**src/rtl/ins_fetch_dispatch.sv**
```systemverilog
// Instruction fetch/dispatch sequencer: reads the program from instruction RAM,
// hands each compute instruction to its unit and signals completion.
module ins_fetch_dispatch #(
    parameter int INS_W   = 512,
    parameter int ADDR_W  = 12,
    parameter int RAM_LAT = 2
) (
    input  logic              clk,
    input  logic              rst,
    input  logic              start,
    output logic              ins_ram_en,
    output logic [ADDR_W-1:0] ins_ram_addr,
    input  logic [INS_W-1:0]  ins_ram_dout,
    output logic [INS_W-1:0]  ins,
    output logic              conv_valid,
    input  logic              conv_ready,
    output logic              add_valid,
    input  logic              add_ready,
    output logic              remap_valid,
    input  logic              remap_ready,
    input  logic [2:0]        unit_busy,
    output logic              busy,
    output logic              done,
    output logic              err,
    output logic [ADDR_W-1:0] err_pc,
    output logic [31:0]       n_disp
);

    typedef enum logic [2:0] {
        S_IDLE,
        S_FETCH,
        S_WAIT,
        S_DISP,
        S_DRAIN
    } state_t;

    localparam logic [7:0]        OP_END   = 8'h00;
    localparam logic [7:0]        OP_CONV  = 8'h01;
    localparam logic [7:0]        OP_ADD   = 8'h02;
    localparam logic [7:0]        OP_REMAP = 8'h03;
    localparam logic [2:0]        LAT_INIT = 3'(RAM_LAT - 1);
    localparam logic [ADDR_W-1:0] PC_MAX   = '1;
    localparam logic [ADDR_W-1:0] PC_ONE   = ADDR_W'(1);

    state_t              r_state;
    logic [ADDR_W-1:0]   r_pc;
    logic [2:0]          r_lat;
    logic                r_en;
    logic [ADDR_W-1:0]   r_addr;
    logic [INS_W-1:0]    r_ins;
    logic                r_conv_vld;
    logic                r_add_vld;
    logic                r_remap_vld;
    logic                r_busy;
    logic                r_done;
    logic                r_err;
    logic [ADDR_W-1:0]   r_err_pc;
    logic [31:0]         r_n_disp;

    logic [7:0]          w_op;
    logic                w_hs;
    logic                w_vld_any;

    assign w_op      = ins_ram_dout[7:0];
    // Only the selected unit's ready matters; the others never have valid set.
    assign w_hs      = (r_conv_vld & conv_ready) | (r_add_vld & add_ready)
                     | (r_remap_vld & remap_ready);
    assign w_vld_any = r_conv_vld | r_add_vld | r_remap_vld;

    always_ff @(posedge clk) begin
        if (rst) begin
            r_state     <= S_IDLE;
            r_pc        <= '0;
            r_lat       <= '0;
            r_en        <= 1'b0;
            r_addr      <= '0;
            r_ins       <= '0;
            r_conv_vld  <= 1'b0;
            r_add_vld   <= 1'b0;
            r_remap_vld <= 1'b0;
            r_busy      <= 1'b0;
            r_done      <= 1'b0;
            r_err       <= 1'b0;
            r_err_pc    <= '0;
            r_n_disp    <= '0;
        end else begin
            r_en   <= 1'b0;
            r_done <= 1'b0;
            case (r_state)
                S_IDLE: begin
                    if (start) begin
                        r_err    <= 1'b0;
                        r_err_pc <= '0;
                        r_n_disp <= '0;
                        r_pc     <= '0;
                        r_addr   <= '0;
                        r_en     <= 1'b1;
                        r_busy   <= 1'b1;
                        r_state  <= S_FETCH;
                    end
                end
                S_FETCH: begin
                    r_lat   <= LAT_INIT;
                    r_state <= S_WAIT;
                end
                S_WAIT: begin
                    if (r_lat != 3'd0) begin
                        r_lat <= r_lat - 3'd1;
                    end else begin
                        r_ins <= ins_ram_dout;
                        case (w_op)
                            OP_END:   r_state <= S_DRAIN;
                            OP_CONV:  begin r_conv_vld  <= 1'b1; r_state <= S_DISP; end
                            OP_ADD:   begin r_add_vld   <= 1'b1; r_state <= S_DISP; end
                            OP_REMAP: begin r_remap_vld <= 1'b1; r_state <= S_DISP; end
                            default: begin
                                r_err    <= 1'b1;
                                r_err_pc <= r_pc;
                                r_state  <= S_DRAIN;
                            end
                        endcase
                    end
                end
                S_DISP: begin
                    if (w_hs) begin
                        r_conv_vld  <= 1'b0;
                        r_add_vld   <= 1'b0;
                        r_remap_vld <= 1'b0;
                        if (r_n_disp != 32'hFFFF_FFFF)
                            r_n_disp <= r_n_disp + 32'd1;
                        // The program ran off the end of RAM without an End.
                        if (r_pc == PC_MAX) begin
                            r_err    <= 1'b1;
                            r_err_pc <= r_pc;
                            r_state  <= S_DRAIN;
                        end else begin
                            r_pc    <= r_pc + PC_ONE;
                            r_addr  <= r_pc + PC_ONE;
                            r_en    <= 1'b1;
                            r_state <= S_FETCH;
                        end
                    end
                end
                S_DRAIN: begin
                    if (unit_busy == 3'b000 && !w_vld_any) begin
                        r_done  <= 1'b1;
                        r_busy  <= 1'b0;
                        r_state <= S_IDLE;
                    end
                end
                default: r_state <= S_IDLE;
            endcase
        end
    end

    assign ins_ram_en   = r_en;
    assign ins_ram_addr = r_addr;
    assign ins          = r_ins;
    assign conv_valid   = r_conv_vld;
    assign add_valid    = r_add_vld;
    assign remap_valid  = r_remap_vld;
    assign busy         = r_busy;
    assign done         = r_done;
    assign err          = r_err;
    assign err_pc       = r_err_pc;
    assign n_disp       = r_n_disp;

endmodule

```
**config.mk**
```make
export PLATFORM = sky130hd
export DESIGN_NAME = ins_fetch_dispatch
export DESIGN_NICKNAME = d
export VERILOG_FILES = /design/src/rtl/ins_fetch_dispatch.sv
export SDC_FILE = /design/constraint.sdc
export NUM_CORES = 1
export LEC_CHECK = 0
export CAP_MARGIN = 20
export CORE_AREA = 2 2 428 430
export CTS_CLUSTER_SIZE = 20
export DETAILED_ROUTE_END_ITERATION = 10
export DIE_AREA = 0 0 430 432
export MAX_ROUTING_LAYER = met4
export PLACE_DENSITY_LB_ADDON = 0.1
export SETUP_SLACK_MARGIN = 0.5
export SYNTH_ARGS = -nofsm -noshare
export SYNTH_HDL_FRONTEND = slang
export SYNTH_SLANG_ARGS = --single-unit
```
**constraint.sdc**
```tcl
create_clock -name clk -period 4.8 [get_ports clk]
set_clock_uncertainty 0.1 [all_clocks]
set_input_delay 0.96 -clock clk [delete_from_list [all_inputs] [get_ports clk]]
set_output_delay 0.96 -clock clk [all_outputs]
set_load 0.05 [all_outputs]
```
==> reports/results.txt <==
hold slack = 0.351 ns
clock sinks = 581
TNS Setup = 0 ns
area leader, netlist = dfxtp_1
Crit. End Element = primary output
drc violations = 0
most frequent cells in the layout = 1094 x clkdlybuf4s50_1, 1062 x nand2_1, 581 x dfxtp_1, 552 x a21oi_1, 87 x clkbuf_16
via count = 22000
#FFs+latches synth = 581
drt pass-1 iters = 5
yosys warns = 0
Crit path required time = 3.74 ns
Yosys top cell area share = 55.2%
Seq/Total Area, Yosys = 55.2%
H-Tree Depth = 3
top cells by area, synth = dfxtp_1 55%, nand2_1 19%, a21oi_1 13%
GRT Util Overall = 13.5%
remaining global-route overflow = 0
Die W = 430 um
RSZ-0062 raised after global routing = no
Crit Path Category = reg2out
Ports = 1096
root buf cell = clkbuf_16
critical path's largest stage delay = 0.94 ns
period utilisation layout = 68.0%
cell family with most CP delay = buffers and inverters
TritonCTS Buffers = 86
PwrDens = 459 mW/mm^2
Net Sw Frac = 37.1%
Post-Syn Area = 0.0211 sq mm
routed len/inst = 20.8 um
die area = 0.186 sq mm
maximum clock path buffer count = 3
CTS clock-pin slew for the worst setup and hold paths = 0.05 ns
Max transition margin = 28.3%
layout cell share with drive strength beyond 1 = 4.57%
final wirelength = 128000 um
Clk Latency, worst-skew pair = 0.70 ns
Flop pwr share = 32.7%
Post-synth ARST share = 0%
PortBufs = 1095
Final min period = 3.26 ns
syn_area_per_cell = 7.88 sq um
hold buffers post-CTS = 0
first-pass GRT wire length = 175000 um
met2 wire length = 63900 um
post-synthesis cell type count = 58
status = finished clean
critical path arrival = 2.20 ns
Worst Setup Slack post-DPL = 0.976 ns
post-synth net total = 3198
number of flops mapped to enable cells by yosys = 0
Worst-Margin Slew = 1.08 ns
commonest non-fill, non-tap cell in the layout = clkdlybuf4s50_1
Max-cap violations = 0
detailed-route vias per instance = 3.57
CTS tree = done
Logic pwr share = 30.1%
area of the core = 0.182 sq mm
Psw = 6370 uW
HP Class = reg2reg
Clk pwr share = 37.2%
top sig layer = met4
Post-CTS Setup Bufs = 0
crit-path max FO = 9
antenna-violating nets left = 0
wl on met1 = 50600 um
initial antenna violation count = 37
met3 WL = 9780 um
Hold Vio Cnt, Final = 0
Max Clk Rate = 307 MHz
Leakage Power = 0.0119 uW
Die Span Y = 432 um
Iter 0 DRT Violations = 956
cts repair resizes = 0
FP Rows = 157
cells along the critical path = clkdlybuf4s50_1
initial core utilization = 11.6%
pin count of the biggest net entering global routing = 177
Power Internal = 10800 uW
max-slew violation count = 0
Cells after Synth = 2673
Most used DFF post-synth = dfxtp_1
Detailed Place HPWL = 93600 um
Buffers & Inverters on Critical Path = 1
final setup vio count = 0
post-layout util = 20.6%
Max VDD drop = 229 uV
area grow syn2layout = 77.5%
GP Congestion = 0.762
vias in the first global route = 21800
Setup WS post-layout = 1.54 ns
slowest stage cell, crit path = clkdlybuf4s50_1
Critical Path Source Type = register
NumNets Final = 4207
==> flip-flops by register name, summed over array words and instances, names as in the netlist <==
signal and count:
err 1, ins_ram_addr 12, ins 512, err_pc 12
n_disp 32, busy 1, r_lat 3, add_valid 1
r_state 3, done 1, remap_valid 1, ins_ram_en 1
conv_valid 1
==> worst register-to-register path, stage by stage, from the launching register on <==
cell,delay [ns]
dfxtp_1,0.52
nor3b_2,0.73
nor2b_4,0.35
buf_12,0.44
buf_4,0.59
nand2_1,0.08
a21oi_1,0.12
==> through the flow <==
| step | cells | total power, uW | area (sq um) |
|---|---|---|---|
| finish | 6161 | 17200 | 37400 |
| CTS | 6124 | 17700 | 37300 |
| global route | 6156 | 18100 | 37400 |
| floorplan | 2673 | 8740 | 21100 |
| detailed placement | 5979 | 11000 | 34600 |
| global placement | 5978 | 11000 | 34600 |
==> final timing paths <==
kind / start / endpoint / slack, ns / cells past startpoint
worst max-delay path: ins_ram_addr[6] / ins_ram_addr[6] / 1.54 / 1
worst min-delay path: ins[310] / ins[310] / 0.35 / 2
worst max register to register: r_state[1] / ins[299] / 1.81 / 6
worst min register to register: ins[310] / ins[310] / 0.35 / 2
==> metal layers <==
metal / up-vias / track usage (%)
li1: 10900 / -
met1: 10200 / 14.6
met2: 708 / 22.7
met3: 158 / 4.86
met4: 0 / 5.03
met5: - / -
==> power groups by stage <==
| stage | Clock (uW) | Sequential (uW) | Combinational [uW] |
|---|---|---|---|
| 2_1_floorplan | 0 | 7370 | 1370 |
| 3_3_place_gp | 0 | 5700 | 5320 |
| 3_5_place_dp | 0 | 5710 | 5310 |
| 4_1_cts | 6740 | 5610 | 5320 |
| 5_1_grt | 6880 | 5670 | 5520 |
| 6_report | 6380 | 5610 | 5170 |
==> synthesized netlist by cell type (all sizes together), types with 12 or more instances <==
library cell,number
a21oi,553
a311oi,13
a31oi,14
buf,67
clkbuf,135
dfxtp,581
inv,14
mux2i,12
nand2,1062
nand3,23
nand4,17
nor2,35
nor3,26
o21ai,27
o31ai,15
==> layout make-up <==
type                            instances  area, sq um
Sequential cell                       581        11600
Tap cell                             2385         2980
Clock inverter                         17          248
Clock buffer                          128         2490
Inverter                               14         52.6
Timing Repair Buffer                 1123        11300
Fill cell                           20200       144000
Antenna cell                           37         92.6
Multi-Input combinational cell       1876         8560
==> logic make-up (layout without fill, tap and decap cells) <==
kind of cell | after synthesis | after routing | synth area share, %
compound gates | 646 | 646 | 16.3
fa+ha+maj | 4 | 4 | 0.238
buf+inv | 216 | 1282 | 4.30
flops | 581 | 581 | 55.2
mux | 12 | 12 | 0.570
other cells | 0 | 37 | 0
simple gates | 1214 | 1214 | 23.4
Note: power is estimated with default switching activity, not from simulation.
